## config.mk

```make
export PLATFORM = sky130hd
export DESIGN_NAME = fir_ctrl_mc_flat
export DESIGN_NICKNAME = d
export VERILOG_FILES = /design/src/rtl/fir_ctrl_mc_if.sv /design/src/rtl/fir_ctrl_mc.sv /design/src/flat_wrapper.sv
export SDC_FILE = /design/constraint.sdc
export NUM_CORES = 1
export LEC_CHECK = 0
export CORE_MARGIN = 2
export CORE_UTILIZATION = 56
export DETAILED_ROUTE_END_ITERATION = 10
export PLACE_DENSITY = 0.91
export REMOVE_ABC_BUFFERS = 1
export SLEW_MARGIN = 10
export SYNTH_ARGS = -nofsm -noshare
export SYNTH_HDL_FRONTEND = slang
export SYNTH_SLANG_ARGS = --single-unit
```

## constraint.sdc

```tcl
create_clock -name clk -period 3.35 [get_ports clk]
set_input_delay 0.67 -clock clk [delete_from_list [all_inputs] [get_ports clk]]
set_output_delay 0.67 -clock clk [all_outputs]
set_load 0.02 [all_outputs]
```

## src/rtl/fir_ctrl_mc_if.sv

```systemverilog
// rtl/fir_ctrl_mc_if.sv - issue/result bus between the FIR controller, its RAMs and the DSP58.
interface fir_ctrl_mc_if #(
  parameter int H_ADDR_WIDTH = 4,
  parameter int X_ADDR_WIDTH = 6,
  parameter int N_WIDTH      = 8,
  parameter int NUM_CH       = 2
);
  localparam int CH_W = (NUM_CH > 1) ? $clog2(NUM_CH) : 1;

  logic                    start_i;
  logic [N_WIDTH-1:0]      n_out_i;
  logic [X_ADDR_WIDTH-1:0] x_base_i;
  logic                    fpopmode_bit_i;
  logic                    ovf_i;
  logic                    unf_i;
  logic                    inv_i;
  logic                    R_en;
  logic [H_ADDR_WIDTH-1:0] h_addr;
  logic [X_ADDR_WIDTH-1:0] x_addr;
  logic [CH_W-1:0]         ch_o;
  logic                    acc_first_o;
  logic                    acc_last_o;
  logic                    y_valid_o;
  logic [CH_W-1:0]         y_ch_o;
  logic                    busy_o;
  logic                    done_o;
  logic                    overflow_o;
  logic                    underflow_o;
  logic                    invalid_o;

  modport master (
    input  start_i, n_out_i, x_base_i, fpopmode_bit_i, ovf_i, unf_i, inv_i,
    output R_en, h_addr, x_addr, ch_o, acc_first_o, acc_last_o,
           y_valid_o, y_ch_o, busy_o, done_o, overflow_o, underflow_o, invalid_o
  );

  modport slave (
    output start_i, n_out_i, x_base_i, fpopmode_bit_i, ovf_i, unf_i, inv_i,
    input  R_en, h_addr, x_addr, ch_o, acc_first_o, acc_last_o,
           y_valid_o, y_ch_o, busy_o, done_o, overflow_o, underflow_o, invalid_o
  );
endinterface

```

## src/rtl/fir_ctrl_mc.sv

```systemverilog
// rtl/fir_ctrl_mc.sv - multi-channel FIR read sequencer and DSP58 accumulator control.
module fir_ctrl_mc #(
  parameter int H_ADDR_WIDTH = 4,
  parameter int X_ADDR_WIDTH = 6,
  parameter int NUM_TAPS     = 16,
  parameter int NUM_CH       = 2,
  parameter int DSP_LAT      = 4,
  parameter int N_WIDTH      = 8
) (
  input logic clk,
  input logic rst,
  fir_ctrl_mc_if.master bus
);
  localparam int CH_W = (NUM_CH > 1) ? $clog2(NUM_CH) : 1;
  localparam int R_W  = N_WIDTH + CH_W + 1;
  localparam logic [H_ADDR_WIDTH-1:0] K_LAST = H_ADDR_WIDTH'(NUM_TAPS - 1);
  localparam logic [CH_W-1:0]         C_LAST = CH_W'(NUM_CH - 1);

  typedef enum logic [1:0] {IDLE, RUN, DRAIN} state_t;
  state_t state;

  logic [N_WIDTH-1:0]      n_out_q, n_cnt, n_nx;
  logic [X_ADDR_WIDTH-1:0] x_base_q, x_nx;
  logic [H_ADDR_WIDTH-1:0] k_cnt, k_nx;
  logic [CH_W-1:0]         c_cnt, c_nx;
  logic                    fp_q, k_end, c_end, last_issue;

  logic                    r_en_q, first_q, last_q;
  logic [H_ADDR_WIDTH-1:0] h_q;
  logic [X_ADDR_WIDTH-1:0] x_q;
  logic [CH_W-1:0]         ch_q;

  logic [DSP_LAT-1:0]           vld_q;
  logic [DSP_LAT-1:0][CH_W-1:0] ych_q;
  logic [DSP_LAT:0]             vld_all;
  logic [DSP_LAT:0][CH_W-1:0]   ych_all;
  logic [R_W-1:0]               res_left;
  logic busy_q, done_q, ovf_q, unf_q, inv_q;

  // Next issue indices: tap innermost, then channel, then output sample.
  always_comb begin
    k_end      = (k_cnt == K_LAST);
    c_end      = (c_cnt == C_LAST);
    k_nx       = k_end ? '0 : k_cnt + 1'b1;
    c_nx       = k_end ? (c_end ? '0 : c_cnt + 1'b1) : c_cnt;
    n_nx       = (k_end && c_end) ? n_cnt + 1'b1 : n_cnt;
    last_issue = k_end && c_end && (n_cnt == n_out_q - N_WIDTH'(1));
    x_nx       = x_base_q + X_ADDR_WIDTH'(n_nx) - X_ADDR_WIDTH'(k_nx);
    vld_all    = {vld_q, last_q};
    ych_all    = {ych_q, ch_q};
  end

  always_ff @(posedge clk) begin
    if (rst) begin
      state    <= IDLE;
      n_out_q  <= '0;
      x_base_q <= '0;
      fp_q     <= 1'b0;
      n_cnt    <= '0;
      k_cnt    <= '0;
      c_cnt    <= '0;
      r_en_q   <= 1'b0;
      first_q  <= 1'b0;
      last_q   <= 1'b0;
      h_q      <= '0;
      x_q      <= '0;
      ch_q     <= '0;
      vld_q    <= '0;
      ych_q    <= '0;
      res_left <= '0;
      busy_q   <= 1'b0;
      done_q   <= 1'b0;
      ovf_q    <= 1'b0;
      unf_q    <= 1'b0;
      inv_q    <= 1'b0;
    end else begin
      done_q <= 1'b0;
      vld_q  <= vld_all[DSP_LAT-1:0];
      ych_q  <= ych_all[DSP_LAT-1:0];
      if (vld_all[DSP_LAT] && fp_q) begin
        ovf_q <= ovf_q | bus.ovf_i;
        unf_q <= unf_q | bus.unf_i;
        inv_q <= inv_q | bus.inv_i;
      end
      if (done_q) busy_q <= 1'b0;

      case (state)
        IDLE: if (bus.start_i) begin
          n_out_q  <= bus.n_out_i;
          x_base_q <= bus.x_base_i;
          fp_q     <= bus.fpopmode_bit_i;
          ovf_q    <= 1'b0;
          unf_q    <= 1'b0;
          inv_q    <= 1'b0;
          n_cnt    <= '0;
          k_cnt    <= '0;
          c_cnt    <= '0;
          res_left <= R_W'(bus.n_out_i) * R_W'(NUM_CH);
          if (bus.n_out_i != '0) begin
            state   <= RUN;
            busy_q  <= 1'b1;
            r_en_q  <= 1'b1;
            first_q <= 1'b1;
            last_q  <= 1'b0;
            h_q     <= '0;
            x_q     <= bus.x_base_i;
            ch_q    <= '0;
          end else begin
            state  <= DRAIN;
            done_q <= 1'b1;
          end
        end
        RUN: if (last_issue) begin
          state   <= DRAIN;
          r_en_q  <= 1'b0;
          first_q <= 1'b0;
          last_q  <= 1'b0;
          h_q     <= '0;
          x_q     <= '0;
          ch_q    <= '0;
        end else begin
          k_cnt   <= k_nx;
          c_cnt   <= c_nx;
          n_cnt   <= n_nx;
          h_q     <= k_nx;
          x_q     <= x_nx;
          ch_q    <= c_nx;
          first_q <= (k_nx == '0);
          last_q  <= (k_nx == K_LAST);
        end
        DRAIN: if (res_left == '0) state <= IDLE;
        default: state <= IDLE;
      endcase

      // The last result entering the final pipeline stage ends the run.
      if (vld_all[DSP_LAT-1]) begin
        res_left <= res_left - R_W'(1);
        if (res_left == R_W'(1)) begin
          done_q <= 1'b1;
          state  <= IDLE;
        end
      end
    end
  end

  assign bus.R_en        = r_en_q;
  assign bus.h_addr      = h_q;
  assign bus.x_addr      = x_q;
  assign bus.ch_o        = ch_q;
  assign bus.acc_first_o = first_q;
  assign bus.acc_last_o  = last_q;
  assign bus.y_valid_o   = vld_all[DSP_LAT];
  assign bus.y_ch_o      = ych_all[DSP_LAT];
  assign bus.busy_o      = busy_q;
  assign bus.done_o      = done_q;
  assign bus.overflow_o  = ovf_q;
  assign bus.underflow_o = unf_q;
  assign bus.invalid_o   = inv_q;
endmodule

```

## src/flat_wrapper.sv

```systemverilog
// flat-port wrapper written by rule: the top's interface ports become plain ports
module fir_ctrl_mc_flat 
#(
  parameter int H_ADDR_WIDTH = 4,
  parameter int X_ADDR_WIDTH = 6,
  parameter int NUM_TAPS     = 16,
  parameter int NUM_CH       = 2,
  parameter int DSP_LAT      = 4,
  parameter int N_WIDTH      = 8
)
  (clk, rst, bus_start_i, bus_n_out_i, bus_x_base_i, bus_fpopmode_bit_i, bus_ovf_i, bus_unf_i, bus_inv_i, bus_R_en, bus_h_addr, bus_x_addr, bus_ch_o, bus_acc_first_o, bus_acc_last_o, bus_y_valid_o, bus_y_ch_o, bus_busy_o, bus_done_o, bus_overflow_o, bus_underflow_o, bus_invalid_o);
  fir_ctrl_mc_if #(.H_ADDR_WIDTH(H_ADDR_WIDTH), .X_ADDR_WIDTH(X_ADDR_WIDTH), .N_WIDTH(N_WIDTH), .NUM_CH(NUM_CH)) bus_i ();
  input logic clk;
  input logic rst;
  input wire logic [$bits(bus_i.start_i)-1:0] bus_start_i;
  input wire logic [$bits(bus_i.n_out_i)-1:0] bus_n_out_i;
  input wire logic [$bits(bus_i.x_base_i)-1:0] bus_x_base_i;
  input wire logic [$bits(bus_i.fpopmode_bit_i)-1:0] bus_fpopmode_bit_i;
  input wire logic [$bits(bus_i.ovf_i)-1:0] bus_ovf_i;
  input wire logic [$bits(bus_i.unf_i)-1:0] bus_unf_i;
  input wire logic [$bits(bus_i.inv_i)-1:0] bus_inv_i;
  output wire logic [$bits(bus_i.R_en)-1:0] bus_R_en;
  output wire logic [$bits(bus_i.h_addr)-1:0] bus_h_addr;
  output wire logic [$bits(bus_i.x_addr)-1:0] bus_x_addr;
  output wire logic [$bits(bus_i.ch_o)-1:0] bus_ch_o;
  output wire logic [$bits(bus_i.acc_first_o)-1:0] bus_acc_first_o;
  output wire logic [$bits(bus_i.acc_last_o)-1:0] bus_acc_last_o;
  output wire logic [$bits(bus_i.y_valid_o)-1:0] bus_y_valid_o;
  output wire logic [$bits(bus_i.y_ch_o)-1:0] bus_y_ch_o;
  output wire logic [$bits(bus_i.busy_o)-1:0] bus_busy_o;
  output wire logic [$bits(bus_i.done_o)-1:0] bus_done_o;
  output wire logic [$bits(bus_i.overflow_o)-1:0] bus_overflow_o;
  output wire logic [$bits(bus_i.underflow_o)-1:0] bus_underflow_o;
  output wire logic [$bits(bus_i.invalid_o)-1:0] bus_invalid_o;
  assign bus_i.start_i = bus_start_i;
  assign bus_i.n_out_i = bus_n_out_i;
  assign bus_i.x_base_i = bus_x_base_i;
  assign bus_i.fpopmode_bit_i = bus_fpopmode_bit_i;
  assign bus_i.ovf_i = bus_ovf_i;
  assign bus_i.unf_i = bus_unf_i;
  assign bus_i.inv_i = bus_inv_i;
  assign bus_R_en = bus_i.R_en;
  assign bus_h_addr = bus_i.h_addr;
  assign bus_x_addr = bus_i.x_addr;
  assign bus_ch_o = bus_i.ch_o;
  assign bus_acc_first_o = bus_i.acc_first_o;
  assign bus_acc_last_o = bus_i.acc_last_o;
  assign bus_y_valid_o = bus_i.y_valid_o;
  assign bus_y_ch_o = bus_i.y_ch_o;
  assign bus_busy_o = bus_i.busy_o;
  assign bus_done_o = bus_i.done_o;
  assign bus_overflow_o = bus_i.overflow_o;
  assign bus_underflow_o = bus_i.underflow_o;
  assign bus_invalid_o = bus_i.invalid_o;
  fir_ctrl_mc #(.H_ADDR_WIDTH(H_ADDR_WIDTH), .X_ADDR_WIDTH(X_ADDR_WIDTH), .NUM_TAPS(NUM_TAPS), .NUM_CH(NUM_CH), .DSP_LAT(DSP_LAT), .N_WIDTH(N_WIDTH)) u_core (.clk(clk), .rst(rst), .bus(bus_i));
endmodule
```

==> impl_metrics.json <==
{
  "outcome": "finished clean",
  "relSlewSlack_pct": 43.7,
  "start_kind": "flop",
  "grt_pass1_vias": 3194,
  "end_kind": "flop",
  "final_nets": 514,
  "antenna_found_initial": 0,
  "ys_types": 58,
  "n_antenna_cell": 0,
  "switching_share_pct": 29.3,
  "io_buffers": 41,
  "hold_class": "reg2reg",
  "grt_max_degree": 40,
  "wire_per_inst_um": 16.1,
  "synth_top_family_by_area": "simple AND/OR/NAND/NOR gates",
  "start_util_pct": 57.8,
  "power.density_mw_per_mm2": 443,
  "synth_top_area_cell": "dfxtp_1",
  "synthArstFlopShare_pct": 0,
  "yosys.cell_count.top_type": "dfxtp_1",
  "drt_iter0_drc": 349,
  "ios": 42,
  "yosys-top-cells-area": "dfxtp_1 37%, a21oi_1 6.7%, nand2_1 5.8%",
  "internal_power_mw": 1.34,
  "root_buffer": "clkbuf_8",
  "synth_ff_type": "dfxtp_1",
  "path_class": "reg2reg",
  "finalCritPeriodShare_pct": 93.9,
  "clockBufferDepth": 2,
  "rsz0062_at_grt": "no",
  "yosys-mux-area-fraction_pct": 2.73,
  "drv_cap": 0,
  "htreeDepth": 3,
  "yosysSeqAreaShare_pct": 36.5,
  "cp_top_family": "adder cells",
  "critPathArrivalTime_ns": 3.39,
  "design_area_mm2": 0.00429,
  "ys_ff_latch": 67,
  "gp_congestion": 0.916,
  "drive_above_1_share_pct": 8.77,
  "yosys.area_share.simple_pct": 25.6,
  "p_comb_share_pct": 18.5,
  "syn_inst": 441,
  "dr_total_vias": 3391,
  "hold_viol": 0,
  "worstPathRequired_ns": 3.59,
  "path_clk_slew_ns": 0.07,
  "row_count": 29,
  "max_stage_delay_ns": 0.49,
  "core-area_mm2": 0.00635,
  "numCtsBuffers": 9,
  "worst_path_max_delay_cell": "fa_1",
  "routed_wirelength_mm": 8.97,
  "drc": 0,
  "timing.fmax_mhz": 318,
  "synthAdderAreaFrac_pct": 7.30,
  "yosys_warnings": 0,
  "critPathBufInv": 1,
  "worst_pin_slew_ns": 0.842,
  "dp.final_hpwl_mm": 6.03,
  "crit_chain": "ha_2, and3_1, ha_1, nand4_1, xor2_1, fa_1, inv_1, ha_1, nand2_1, o21ai_0, xnor2_1, o22ai_1",
  "die_w_um": 85.0,
  "path_common_cell": "ha_1",
  "area_growth_pct": 16.9,
  "clock_skew_ns": 0.00821,
  "synth_xor_area_share_pct": 5.69,
  "finalPower_mw": 1.90,
  "grt_pass1_wl_mm": 14.8,
  "overflow": 0,
  "p_switching_mw": 0.556,
  "synth_compound_area_share_pct": 16.1,
  "cts.sinks": 67,
  "ant_nets": 0,
  "avgSynthCellArea_um2": 8.32,
  "vias_per_cell": 6.10,
  "r2r_setup_slack_ns": 0.20,
  "chipHeight_um": 85.0,
  "cts_tree": "yes",
  "grt_usage_pct": 25.8,
  "p_seq_share_pct": 45.7,
  "finalSetupTns_ns": 0,
  "slew_violations": 0,
  "leakagePower_nw": 1.64,
  "syn_area_mm2": 0.00367,
  "firstDrtPassIters": 5,
  "clock_latency_ns": 0.36,
  "finalSetupViolCount": 0,
  "period_needed_ns": 3.15,
  "synth-edff-count": 0,
  "cp_max_fo": 7,
  "synth_top_area_share_pct": 36.5,
  "placed_area_mm2": 0.00408,
  "die_area_mm2": 0.00722,
  "final_core_util_pct": 67.6,
  "clkPwrFrac_pct": 35.9,
  "peakVddDrop_mv": 0.260,
  "synth_common_cells": "67 x dfxtp_1, 57 x nand2_1, 49 x a21oi_1, 28 x nor2_1, 25 x inv_1"
}
-- metal layers --
layer | up-vias | share of wire (%) | global-route usage [%]
met5 | - | 0 | 0
met1 | 1597 | 43 | 33.5
met4 | 0 | 3.7 | 12.8
met2 | 145 | 47 | 40.1
li1 | 1604 | - | -
met3 | 45 | 6.3 | 6.42
-- path summary, 6_finish.rpt --
path,from,end,depth (start not counted)
setup / recovery,u_core.k_cnt[0],u_core.bus.x_addr[5],12
hold / removal,u_core.vld_q[1],u_core.vld_q[2],1
setup reg to reg,u_core.k_cnt[0],u_core.bus.x_addr[5],12
hold reg to reg,u_core.vld_q[1],u_core.vld_q[2],1
-- what timing repair did --
item | 4_1_cts | 5_1_grt
setup endpoints to repair | 0 | 2
hold buffers | 0 | 0
buffers inserted | 0 | 0
resized for setup | 0 | 5
-- power by group through the flow --
stage | combinational (mW) | sequential (mW) | clock, mW
finish | 0.351 | 0.867 | 0.681
detailed placement | 0.341 | 0.883 | 0
global route | 0.385 | 0.871 | 0.718
floorplan | 0.204 | 0.894 | 0
global placement | 0.331 | 0.881 | 0
CTS | 0.348 | 0.865 | 0.680
-- cell families after synthesis --
group,count (synthesis)
XOR/XNOR,23
flip-flops,67
multiplexers,10
adder cells (fa/ha/maj),19
AND/OR/NAND/NOR,180
AO/OA/AOI/OAI,93
buffers and inverters,49
-- per-stage QoR --
step                      hold slack [ns]  cells  worst slack, ns
final                               0.444    556            0.203
after global placement              0.416    540            0.325
after floorplan                     0.414    417            0.383
after detailed placement            0.434    540            0.142
after global routing                0.462    556           0.0325
after CTS                           0.450    556           0.0139
-- flip-flops by register name (all words and copies together), names as in the netlist, 4 cells and up --
signal	flops
u_core.bus.x_addr	6
u_core.vld_q	4
u_core.n_out_q	8
u_core.n_cnt	8
u_core.k_cnt	4
u_core.bus.h_addr	4
u_core.res_left	10
u_core.x_base_q	6
-- worst reg2reg max path: stages, from the launching register on --
cell and delay (ns):
dfxtp_2 0.40, ha_2 0.25, and3_1 0.20, ha_1 0.27
nand4_1 0.29, xor2_1 0.25, fa_1 0.49, inv_1 0.05
ha_1 0.32, nand2_1 0.06, o21ai_0 0.21, xnor2_1 0.16
o22ai_1 0.10
-- cell usage in the layout (no fill, tap or decap), types with 3 or more instances in the layout --
| master | n |
|---|---|
| dfxtp_1 | 65 |
| nand2_1 | 57 |
| a21oi_1 | 48 |
| clkdlybuf4s50_1 | 40 |
| nor2_1 | 28 |
| inv_1 | 25 |
| nor3_1 | 17 |
| nand3_1 | 16 |
| ha_1 | 14 |
| xnor2_1 | 12 |
| nor2b_1 | 11 |
| xor2_1 | 10 |
| clkbuf_8 | 10 |
| mux2i_1 | 9 |
| a31oi_1 | 8 |
| nand2b_1 | 7 |
| o21ai_0 | 6 |
| nor4_1 | 6 |
| or4_1 | 5 |
| nor3b_1 | 5 |
| o22ai_1 | 5 |
| buf_4 | 5 |
| or2_2 | 4 |
| o311ai_0 | 4 |
| fa_1 | 4 |
| nand4_1 | 3 |
| and2_1 | 3 |
| a211oi_1 | 3 |
| or3_1 | 3 |
| clkinv_2 | 3 |
-- final cells by class --
type | count | area [µm²]
Multi-Input combinational cell | 325 | 2120
Fill cell | 453 | 2060
Sequential cell | 67 | 1340
Timing Repair Buffer | 46 | 443
Clock buffer | 11 | 141
Tap cell | 77 | 96.3
Inverter | 25 | 93.8
Clock inverter | 5 | 52.6
No activity file was read; power rests on OpenSTA's default activity.
==> variant, RTL diff (same settings) <==
`NUM_CH` is set to 2 in 3 places; all go to 1.
--- a/src/rtl/fir_ctrl_mc_if.sv
+++ b/src/rtl/fir_ctrl_mc_if.sv
@@ -5,3 +5,3 @@
   parameter int N_WIDTH      = 8,
-  parameter int NUM_CH       = 2
+  parameter int NUM_CH       = 1
 );
--- a/src/rtl/fir_ctrl_mc.sv
+++ b/src/rtl/fir_ctrl_mc.sv
@@ -5,3 +5,3 @@
   parameter int NUM_TAPS     = 16,
-  parameter int NUM_CH       = 2,
+  parameter int NUM_CH       = 1,
   parameter int DSP_LAT      = 4,
--- a/src/flat_wrapper.sv
+++ b/src/flat_wrapper.sv
@@ -6,3 +6,3 @@
   parameter int NUM_TAPS     = 16,
-  parameter int NUM_CH       = 2,
+  parameter int NUM_CH       = 1,
   parameter int DSP_LAT      = 4,
Behaviour: same outputs for any inputs over 10 cycles, from zero or initial values and one cycle with rst high; that may be too few to reach the edited logic, so the function may still have changed.
==> variant against the original RTL <==
Setup slack improved by 0.0063 ns. First-iteration DRC count fell by 14%. Final area fell by 1.3%. Sequential cell count did not move. Total power rose by 3.5%. Routed wire length fell by 2.7%. Clock skew rose by 0.00083 ns. Combinational power fell by 4%. Via count fell by 4.0%. Maximum frequency rose by 0.20%. Area after synthesis fell by 3.6%. Critical path type unchanged. Largest cell class unchanged. Largest power group unchanged.
==> variant: results (changes against the original RTL) <==
Placed design
  • Placed Cells: 525 (-2.8%)
  • Post-DP Area: 0.00399 mm2 (-2.3%)
  • RD Place Congestion: 0.883 (-3.5%)
  • Detailed placer's ending HPWL: 5.98 mm (-0.84%)
  • Place WS: 0.0782 ns (-0.0639 ns)

Pwr
  • Pwr dens: 464 mW/mm2 (+4.8%)
  • Peak VDD IR: 0.444 mV (+71%)
  • Switching part of the total power: 0.280 (-0.0135)
  • Pleak: 1.60 nW (-2.3%)
  • Sequential power share: 0.439 (-0.018)

Layout
  • Fin nets: 502 (-2.3%)
  • CLK BUF: 10 (-1)
  • Buffers, non-clock: 50 (+8.7%)
  • NonClk Buf Share: 0.112 (+0.00840)
  • Multi-input gate count: 311 (-4.3%)
  • Sequential share of cell area: 0.317 (+0.00398)
  • Multi-input combinational area share: 0.474 (-0.0197)
  • Fill count: 468 (+3.3%)
  • Layout Cells excl Fill: 543 (-2.3%)
  • Sequential cell count: 67 (unchanged)
  • Layout cell share with drive strength beyond 1: 0.0983 (+0.0106)
  • Nonclk inv count: 24 (-4.0%)

Logic synthesis
  • Mux contribution to synthesized area: 0.0216 (-0.00571)
  • Sequential share of the synthesized area: 0.379 (+0.0136)
  • Synth Area in Compound Gates: 0.190 (+0.0290)
  • Mean Syn Cell Area: 8.31 um2 (-0.18%)
  • Syn Inst Count: 426 (-3.4%)
  • Post-synthesis adder-cell area fraction: 0.0721 (-0.000827)
  • Synth top cells by count: dfxtp_1, nand2_1, a21oi_1
  • Post-synth cell types: 62 (+6.9%)
  • Synth Area in XOR/XNOR: 0.0495 (-0.00743)
  • Top cells by area, synth: dfxtp_1, nand2_1, a21oi_1

GRT
  • Vias in the first global route: 3096 (-3.1%)
  • GR Layer Usage met1: 0.333 (-0.00185)
  • First-pass GRT wire length: 14.4 mm (-2.5%)
  • GR Util met2: 0.403 (+0.00266)
  • GRT met3 Usage: 0.0524 (-0.0118)
  • Total GRT Usage: 0.251 (-0.00707)
  • Largest net degree at the start of global routing: 42 (+5.0%)

Status
  • Status: finished clean

Clocking
  • Root buf cell: clkbuf_8

STA
  • Setup Skew: 0.00904 ns (+0.000825 ns)
  • Final period util: 0.937 (-0.00189)
  • Hold_ws: 0.443 ns (-0.00177 ns)
  • Slew headroom: 0.444 (+0.00761)

Worst hold path
  • Hold_sp: u_core.ych_all[2]$_SDFF_PP0_
  • WHS Endpoint: u_core.ych_all[3]$_SDFF_PP0_

Routing
  • Routed WL: 8.72 mm (-2.7%)
  • Vias/cell: 6.00 (-1.7%)
  • Metal3 WL: 610 um (+7.6%)
  • Topmost layer with routed signal wires: met4
  • DRT iter0 DRCs: 301 (-14%)
  • Met2 Wirelength: 4.08 mm (-3.6%)

Critical path
  • Worst R2R Setup Slack: about 0.21 ns
[variant: cell count changes after synthesis, moves of 4 or more]
cell / unedited run / this run
o31ai_1: 0 / 5
nor3_1: 17 / 10
a21oi_1: 49 / 40
xor2_1: 10 / 6
o21ai_0: 6 / 13
nand3_1: 16 / 9
clkbuf_1: 13 / 19
mux2i_1: 10 / 5
nor4_1: 6 / 2
o22ai_1: 5 / 1
nand3b_1: 1 / 5
nor2_1: 28 / 36
[variant: worst max path at each step]
stage / end / cells past startpoint
5_1_grt: u_core.bus.x_addr[5]$_SDFFE_PP0P_ / 13
4_1_cts: u_core.bus.x_addr[5]$_SDFFE_PP0P_ / 12
6_report: u_core.bus.x_addr[5]$_SDFFE_PP0P_ / 12
3_5_place_dp: u_core.bus.x_addr[5]$_SDFFE_PP0P_ / 12
2_1_floorplan: u_core.bus.x_addr[3]$_SDFFE_PP0P_ / 5
3_3_place_gp: u_core.bus.x_addr[5]$_SDFFE_PP0P_ / 12
